===== config.mk =====
export PLATFORM = sky130hd
export DESIGN_NAME = vx_tex_texel_addr_flat
export DESIGN_NICKNAME = d
export VERILOG_FILES = /design/src/rtl/vx_tex_texel_addr_if.sv /design/src/rtl/vx_tex_texel_addr.sv /design/src/flat_wrapper.sv
export SDC_FILE = /design/constraint.sdc
export NUM_CORES = 2
export LEC_CHECK = 0
export ABC_AREA = 1
export BUFFER_PORTS_ARGS = -buffer_cell sky130_fd_sc_hd__buf_2
export CORE_ASPECT_RATIO = 1.1
export CORE_MARGIN = 3
export CORE_UTILIZATION = 38
export DETAILED_ROUTE_END_ITERATION = 10
export GPL_ROUTABILITY_DRIVEN = 0
export REMOVE_ABC_BUFFERS = 1
export SYNTH_ARGS = -nofsm -noshare
export SYNTH_HDL_FRONTEND = slang
export SYNTH_SLANG_ARGS = --single-unit
export TNS_END_PERCENT = 1

===== constraint.sdc =====
create_clock -name clk -period 21.3 [get_ports clk]
set_input_delay 6.39 -clock clk [delete_from_list [all_inputs] [get_ports clk]]
set_output_delay 6.39 -clock clk [all_outputs]
set_load 0.01 [all_outputs]

===== src/rtl/vx_tex_texel_addr_if.sv =====
// Request/response bundle for the texel address generator.
// master = upstream/downstream environment, slave = the address generator.
interface vx_tex_texel_addr_if #(
  parameter int NUM_LANES     = 4,
  parameter int COORD_BITS    = 16,
  parameter int ADDR_WIDTH    = 32,
  parameter int TAG_WIDTH     = 8,
  parameter int LGSTRIDE_BITS = 2,
  parameter int LOGSIZE_BITS  = 4
);
  logic                              req_valid;
  logic                              req_ready;
  logic [NUM_LANES-1:0]              req_mask;
  logic [TAG_WIDTH-1:0]              req_tag;
  logic [ADDR_WIDTH-1:0]             req_baddr;
  logic [LOGSIZE_BITS-1:0]           req_logwidth;
  logic [LGSTRIDE_BITS-1:0]          req_log_stride;
  logic [NUM_LANES*COORD_BITS-1:0]   req_u;
  logic [NUM_LANES*COORD_BITS-1:0]   req_v;

  logic                              rsp_valid;
  logic                              rsp_ready;
  logic [NUM_LANES-1:0]              rsp_mask;
  logic [TAG_WIDTH-1:0]              rsp_tag;
  logic [NUM_LANES*(ADDR_WIDTH-2)-1:0] rsp_addr;
  logic [NUM_LANES*2-1:0]            rsp_offset;

  modport master (
    output req_valid, req_mask, req_tag, req_baddr, req_logwidth,
           req_log_stride, req_u, req_v, rsp_ready,
    input  req_ready, rsp_valid, rsp_mask, rsp_tag, rsp_addr, rsp_offset
  );

  modport slave (
    input  req_valid, req_mask, req_tag, req_baddr, req_logwidth,
           req_log_stride, req_u, req_v, rsp_ready,
    output req_ready, rsp_valid, rsp_mask, rsp_tag, rsp_addr, rsp_offset
  );
endinterface


===== src/rtl/vx_tex_texel_addr.sv =====
// Texel address generator: per-lane (u,v) -> word address + byte offset.
// S0 forms the linear texel index, S1 scales it by the texel stride and
// adds the mip base. Two-entry elastic pipeline, one request per cycle.
module vx_tex_texel_addr #(
  parameter int NUM_LANES     = 4,
  parameter int COORD_BITS    = 16,
  parameter int ADDR_WIDTH    = 32,
  parameter int TAG_WIDTH     = 8,
  parameter int LGSTRIDE_BITS = 2,
  parameter int LOGSIZE_BITS  = 4
) (
  input  logic                 clk,
  input  logic                 reset,
  vx_tex_texel_addr_if.slave   bus
);
  localparam int WORD_BITS = ADDR_WIDTH - 2;

  logic                          s0_valid;
  logic [NUM_LANES-1:0]          s0_mask;
  logic [TAG_WIDTH-1:0]          s0_tag;
  logic [ADDR_WIDTH-1:0]         s0_baddr;
  logic [LGSTRIDE_BITS-1:0]      s0_log_stride;

  logic                          s1_valid;
  logic [NUM_LANES-1:0]          s1_mask;
  logic [TAG_WIDTH-1:0]          s1_tag;

  logic                          s1_adv;
  logic                          accept;

  // S1 takes new data when it is empty or being drained this cycle;
  // req_ready depends only on registered state and rsp_ready.
  assign s1_adv        = s0_valid && (!s1_valid || bus.rsp_ready);
  assign bus.req_ready = !s0_valid || s1_adv;
  assign accept        = bus.req_valid && bus.req_ready;

  assign bus.rsp_valid = s1_valid;
  assign bus.rsp_mask  = s1_mask;
  assign bus.rsp_tag   = s1_tag;

  // Shared control and per-request fields of both stages.
  always_ff @(posedge clk or posedge reset) begin
    if (reset) begin
      s0_valid      <= 1'b0;
      s0_mask       <= '0;
      s0_tag        <= '0;
      s0_baddr      <= '0;
      s0_log_stride <= '0;
      s1_valid      <= 1'b0;
      s1_mask       <= '0;
      s1_tag        <= '0;
    end else begin
      if (accept) begin
        s0_valid      <= 1'b1;
        s0_mask       <= bus.req_mask;
        s0_tag        <= bus.req_tag;
        s0_baddr      <= bus.req_baddr;
        s0_log_stride <= bus.req_log_stride;
      end else if (s1_adv) begin
        s0_valid      <= 1'b0;
      end

      if (s1_adv) begin
        s1_valid <= 1'b1;
        s1_mask  <= s0_mask;
        s1_tag   <= s0_tag;
      end else if (bus.rsp_ready) begin
        s1_valid <= 1'b0;
      end
    end
  end

  genvar gi;
  generate
    for (gi = 0; gi < NUM_LANES; gi++) begin : g_lane
      logic [ADDR_WIDTH-1:0] u_ext;
      logic [ADDR_WIDTH-1:0] v_ext;
      logic [ADDR_WIDTH-1:0] idx_next;
      logic [ADDR_WIDTH-1:0] idx;
      logic [ADDR_WIDTH-1:0] byte_addr;
      logic [WORD_BITS-1:0]  addr;
      logic [1:0]            offset;

      assign u_ext     = ADDR_WIDTH'(bus.req_u[gi*COORD_BITS +: COORD_BITS]);
      assign v_ext     = ADDR_WIDTH'(bus.req_v[gi*COORD_BITS +: COORD_BITS]);
      // Row-major linear texel index; wraps modulo 2^ADDR_WIDTH.
      assign idx_next  = (v_ext << bus.req_logwidth) + u_ext;
      assign byte_addr = s0_baddr + (idx << s0_log_stride);

      // S0 index register, loaded on accept.
      always_ff @(posedge clk or posedge reset) begin
        if (reset) begin
          idx <= '0;
        end else if (accept) begin
          idx <= idx_next;
        end
      end

      // S1 address/offset register; inactive lanes are zeroed.
      always_ff @(posedge clk or posedge reset) begin
        if (reset) begin
          addr   <= '0;
          offset <= '0;
        end else if (s1_adv) begin
          addr   <= s0_mask[gi] ? byte_addr[ADDR_WIDTH-1:2] : '0;
          offset <= s0_mask[gi] ? byte_addr[1:0] : 2'b00;
        end
      end

      assign bus.rsp_addr[gi*WORD_BITS +: WORD_BITS] = addr;
      assign bus.rsp_offset[gi*2 +: 2]               = offset;
    end
  endgenerate
endmodule


===== src/flat_wrapper.sv =====
// flat-port wrapper written by rule: the top's interface ports become plain ports
module vx_tex_texel_addr_flat 
#(
  parameter int NUM_LANES     = 4,
  parameter int COORD_BITS    = 16,
  parameter int ADDR_WIDTH    = 32,
  parameter int TAG_WIDTH     = 8,
  parameter int LGSTRIDE_BITS = 2,
  parameter int LOGSIZE_BITS  = 4
)
  (clk, reset, bus_req_valid, bus_req_mask, bus_req_tag, bus_req_baddr, bus_req_logwidth, bus_req_log_stride, bus_req_u, bus_req_v, bus_rsp_ready, bus_req_ready, bus_rsp_valid, bus_rsp_mask, bus_rsp_tag, bus_rsp_addr, bus_rsp_offset);
  vx_tex_texel_addr_if #(.NUM_LANES(NUM_LANES), .COORD_BITS(COORD_BITS), .ADDR_WIDTH(ADDR_WIDTH), .TAG_WIDTH(TAG_WIDTH), .LGSTRIDE_BITS(LGSTRIDE_BITS), .LOGSIZE_BITS(LOGSIZE_BITS)) bus_i ();
  input  logic clk;
  input  logic reset;
  input wire logic [$bits(bus_i.req_valid)-1:0] bus_req_valid;
  input wire logic [$bits(bus_i.req_mask)-1:0] bus_req_mask;
  input wire logic [$bits(bus_i.req_tag)-1:0] bus_req_tag;
  input wire logic [$bits(bus_i.req_baddr)-1:0] bus_req_baddr;
  input wire logic [$bits(bus_i.req_logwidth)-1:0] bus_req_logwidth;
  input wire logic [$bits(bus_i.req_log_stride)-1:0] bus_req_log_stride;
  input wire logic [$bits(bus_i.req_u)-1:0] bus_req_u;
  input wire logic [$bits(bus_i.req_v)-1:0] bus_req_v;
  input wire logic [$bits(bus_i.rsp_ready)-1:0] bus_rsp_ready;
  output wire logic [$bits(bus_i.req_ready)-1:0] bus_req_ready;
  output wire logic [$bits(bus_i.rsp_valid)-1:0] bus_rsp_valid;
  output wire logic [$bits(bus_i.rsp_mask)-1:0] bus_rsp_mask;
  output wire logic [$bits(bus_i.rsp_tag)-1:0] bus_rsp_tag;
  output wire logic [$bits(bus_i.rsp_addr)-1:0] bus_rsp_addr;
  output wire logic [$bits(bus_i.rsp_offset)-1:0] bus_rsp_offset;
  assign bus_i.req_valid = bus_req_valid;
  assign bus_i.req_mask = bus_req_mask;
  assign bus_i.req_tag = bus_req_tag;
  assign bus_i.req_baddr = bus_req_baddr;
  assign bus_i.req_logwidth = bus_req_logwidth;
  assign bus_i.req_log_stride = bus_req_log_stride;
  assign bus_i.req_u = bus_req_u;
  assign bus_i.req_v = bus_req_v;
  assign bus_i.rsp_ready = bus_rsp_ready;
  assign bus_req_ready = bus_i.req_ready;
  assign bus_rsp_valid = bus_i.rsp_valid;
  assign bus_rsp_mask = bus_i.rsp_mask;
  assign bus_rsp_tag = bus_i.rsp_tag;
  assign bus_rsp_addr = bus_i.rsp_addr;
  assign bus_rsp_offset = bus_i.rsp_offset;
  vx_tex_texel_addr #(.NUM_LANES(NUM_LANES), .COORD_BITS(COORD_BITS), .ADDR_WIDTH(ADDR_WIDTH), .TAG_WIDTH(TAG_WIDTH), .LGSTRIDE_BITS(LGSTRIDE_BITS), .LOGSIZE_BITS(LOGSIZE_BITS)) u_core (.clk(clk), .reset(reset), .bus(bus_i));
endmodule

==> results.cfg <==
[outcome]
result_of_the_run = finished, final reports clean

[synth]
synth_top_cells_by_area = sky130_fd_sc_hd__dfrtp_1 27%, sky130_fd_sc_hd__nand2_1 19%, sky130_fd_sc_hd__ha_1 7.9%, sky130_fd_sc_hd__o21ai_0 6.9%, sky130_fd_sc_hd__nand3_1 6.8%
yosys_most_used_dff = sky130_fd_sc_hd__dfrtp_1
compound_cell_area_share_of_the_yosys_netlist = 0.160
synth_top_family_by_area = simple AND/OR/NAND/NOR gates
syn_inst = 4612
post_synth.cell_area_avg_um2 = 6.43
flip_flop_and_latch_count_after_synthesis = 316
synth-xor-area-share = 0.0139
synth_sequential_area_ratio = 0.267
yosys_warnings = 0
yosys.area_share.adder = 0.0848
netlist.area_leader.share = 0.267
synth_async_sr_flop_share = 1.00
number_of_synthesized_flops_with_an_enable_pin = 0
yosys-mux-area-fraction = 0.0513
synth.lib_cells_used.distinct = 49
synth_area_leader_cell = sky130_fd_sc_hd__dfrtp_1
synth_simple_gate_area_frac = 0.346
synth_area_um2 = 29600

[power_and_ir_drop]
ir_drop_v = 0.0000568
p_leak_nw = 17.3
pwr_density_cell_nw_per_um2 = 97.4

[worst_setup_path]
critical-path-top-cell-by-count = sky130_fd_sc_hd__buf_2
slowest_delay_ns = 0.19
cell_with_the_largest_stage_delay_on_the_worst_path = sky130_fd_sc_hd__buf_2
timing.rr.start = u_core.s0_log_stride[0]$_DFFE_PP0P_
timing.reg2reg.setup_slack_ns = 16.21
cp_max_fo = 3
timing_worst_setup_path_type = in -> out
worst-r2r-cell-count = 14
timing.critical_path.from_type = primary input
endpoint_kind = output pin
crit_required_ns = 14.91
crit_path_cell_trace = buf_2 -> inv_1 -> nand3_1 -> buf_2
worst_r2r_endpoint = u_core.g_lane[0].addr[19]$_DFFE_PP0P_
critPathArrivalTime_ns = 6.87

[hold_path]
whs_path_cells = 2
min_from = u_core.bus.rsp_tag[3]$_DFFE_PP0P_
hold_path_class = reg -> reg
end_point_of_the_worst_hold_path = u_core.bus.rsp_tag[3]$_DFFE_PP0P_

[sta]
final-max-slew-violation-count = 0
final.setup_skew_ns = 0.0255
maxSlewHeadroom = 0.346
grt_setup_unrepaired = no
worst_slew_pin_slew_ns = 0.982
fmax_ghz = 0.0754
timing_hold_violations_final = 0
post-route-min-period_ns = 13.26
tns_ns = 0
timing.final.crit_share = 0.623
final-setup-viol-count = 0

[global_route]
grt_pass1_wl_um = 159000
grt_overflow_total = 0
grt_max_degree = 101
grt_pass1_vias = 28204
overall_global_routing_usage = 0.244
grt_antenna_before_repair = 6

[final_layout]
stdcell_area_um2 = 33100
layout-drive-gt1-share = 0.103
final_util = 0.432
area_growth_syn_to_layout_pct = 11.9
layout.nets = 5197

[placement]
detailed_place.area_um2 = 31900
place.port_buffers = 323
hpwl_um = 82600

[cts]
clock_sinks = 316
tritoncts.num_buffers = 35
cts.repair_timing.setup_buffer_count = 0
clk_pin_slew_ns = 0.06
ctsHoldBuffers = 0
cts_resized = 0
worstSkewPairLatency_ns = 0.55
cts_tree = done
cts_root_buffer = sky130_fd_sc_hd__clkbuf_16
cts-root-to-sink-buffers = 3
h-tree-depth = 2

[floorplan]
die_outline_area_um2 = 81400
fp.coreArea_um2 = 76700
ios = 324
initial_core_utilization = 0.387
row_count = 106
dieWidth_um = 272
die-height_um = 299

[drt]
detailroute.via_count = 30754
number_of_iterations_in_the_first_detailed_routing_pass = 6
remaining_drc_errors = 0
final_antenna_net_count = 0
ratio_of_routed_vias_to_standard_cells = 5.23
drt_wl_total_um = 102000
routed_wire_length_per_instance_um = 17.4
dr.first_iter.drc_count = 2622

[run]
maxCapViolCount = 0
==> cells in the mapped netlist (21+ instances only) <==
library cell               instances
sky130_fd_sc_hd__o21ai_0         409
sky130_fd_sc_hd__inv_1           383
sky130_fd_sc_hd__nand3_1         403
sky130_fd_sc_hd__nand4_1          52
sky130_fd_sc_hd__a31oi_1          49
sky130_fd_sc_hd__dfrtp_1         316
sky130_fd_sc_hd__o21ai_1          35
sky130_fd_sc_hd__clkbuf_1        102
sky130_fd_sc_hd__a21oi_1         260
sky130_fd_sc_hd__buf_1            25
sky130_fd_sc_hd__nor3_1           35
sky130_fd_sc_hd__a21o_1           39
sky130_fd_sc_hd__buf_2            33
sky130_fd_sc_hd__mux2i_1         152
sky130_fd_sc_hd__ha_1            188
sky130_fd_sc_hd__nand3b_1         21
sky130_fd_sc_hd__nor2_1          399
sky130_fd_sc_hd__nand2_1        1465
sky130_fd_sc_hd__xor2_1           31
==> routing by layer <==
layer	share of wire	up-vias	track usage
li1	-	15792	-
met1	0.49	13921	0.361
met4	0.039	6	0.0861
met2	0.41	878	0.362
met5	0.00033	-	0
met3	0.058	157	0.0302
==> critical path: cells and delay by family <==
kind / cells / cell delay [ns]
buffers and inverters: 3 / 0.33
and+or+nand+nor: 1 / 0.15
==> area by class of cell <==
| cell class | instances | area, µm² |
|---|---|---|
| fill | 8353 | 43500 |
| multi-input combinational | 3721 | 19400 |
| clock buffer | 45 | 975 |
| timing repair buffer | 344 | 1780 |
| antenna | 3 | 7.51 |
| inverter | 401 | 1520 |
| tap | 1026 | 1280 |
| clock inverter | 19 | 219 |
| sequential | 316 | 7920 |
==> cells by family (layout without fill, tap and decap cells) <==
kind of cell | count (synthesis) | count (layout)
simple gates | 2456 | 2456
compound gates | 870 | 870
buf+inv | 575 | 809
flops | 316 | 316
fa+ha+maj | 196 | 196
mux | 152 | 152
xor+xnor | 47 | 47
other cells | 0 | 3
==> worst max path at each step <==
| stage | cells past startpoint | slack, ns | endpoint | start |
|---|---|---|---|---|
| floorplan | 1 | 6.17 | u_core.bus.rsp_mask[0]$_DFFE_PP0P_ | reset |
| global placement | 4 | 8.02 | bus_req_ready | bus_rsp_ready |
| detailed placement | 4 | 8.03 | bus_req_ready | bus_rsp_ready |
| CTS | 4 | 8.03 | bus_req_ready | bus_rsp_ready |
| global route | 4 | 7.98 | bus_req_ready | bus_rsp_ready |
| finish | 4 | 8.04 | bus_req_ready | bus_rsp_ready |
==> report_power, final <==
| part | total [mW] | internal, mW | switching [mW] | leakage [nW] |
|---|---|---|---|---|
| Combinational | 1.69 | 0.564 | 1.12 | 12.7 |
| Sequential | 0.903 | 0.762 | 0.141 | 4.03 |
| Clock | 0.639 | 0.366 | 0.273 | 0.572 |
==> registers in the layout, summed over array words and instances (netlist names) <==
| signal | cells |
|---|---|
| u_core.g_lane.offset | 8 |
| u_core.bus.rsp_tag | 8 |
| u_core.s0_baddr | 32 |
| u_core.g_lane.addr | 120 |
| u_core.s0_valid | 1 |
| u_core.s0_mask | 4 |
| u_core.g_lane.idx | 128 |
| u_core.bus.rsp_valid | 1 |
| u_core.s0_log_stride | 2 |
| u_core.s0_tag | 8 |
| u_core.bus.rsp_mask | 4 |
==> placed cells by master, fill, tap and decap left out, types with 36 or more instances in the layout <==
cell type | Yosys | layout
sky130_fd_sc_hd__nand4_1 | 52 | 52
sky130_fd_sc_hd__nand2_1 | 1465 | 1463
sky130_fd_sc_hd__a31oi_1 | 49 | 49
sky130_fd_sc_hd__ha_1 | 188 | 188
sky130_fd_sc_hd__a21o_1 | 39 | 39
sky130_fd_sc_hd__buf_2 | 33 | 322
sky130_fd_sc_hd__o21ai_0 | 409 | 409
sky130_fd_sc_hd__nand3_1 | 403 | 403
sky130_fd_sc_hd__dfrtp_1 | 316 | 314
sky130_fd_sc_hd__clkbuf_16 | 0 | 36
sky130_fd_sc_hd__nor2_1 | 399 | 399
sky130_fd_sc_hd__a21oi_1 | 260 | 260
sky130_fd_sc_hd__mux2i_1 | 152 | 152
sky130_fd_sc_hd__inv_1 | 383 | 380
==> stage by stage <==
stage | power [mW] | cells | worst slack, ns | hold slack, ns
detailed placement | 2.58 | 5808 | 8.03 | 0.462
finish | 3.23 | 5875 | 8.04 | 0.473
CTS | 3.23 | 5872 | 8.03 | 0.479
floorplan | 2.01 | 4438 | 6.17 | 0.442
global route | 3.50 | 5873 | 7.98 | 0.493
global placement | 2.56 | 5808 | 8.02 | 0.451
No activity file was read; power rests on OpenSTA's default activity.
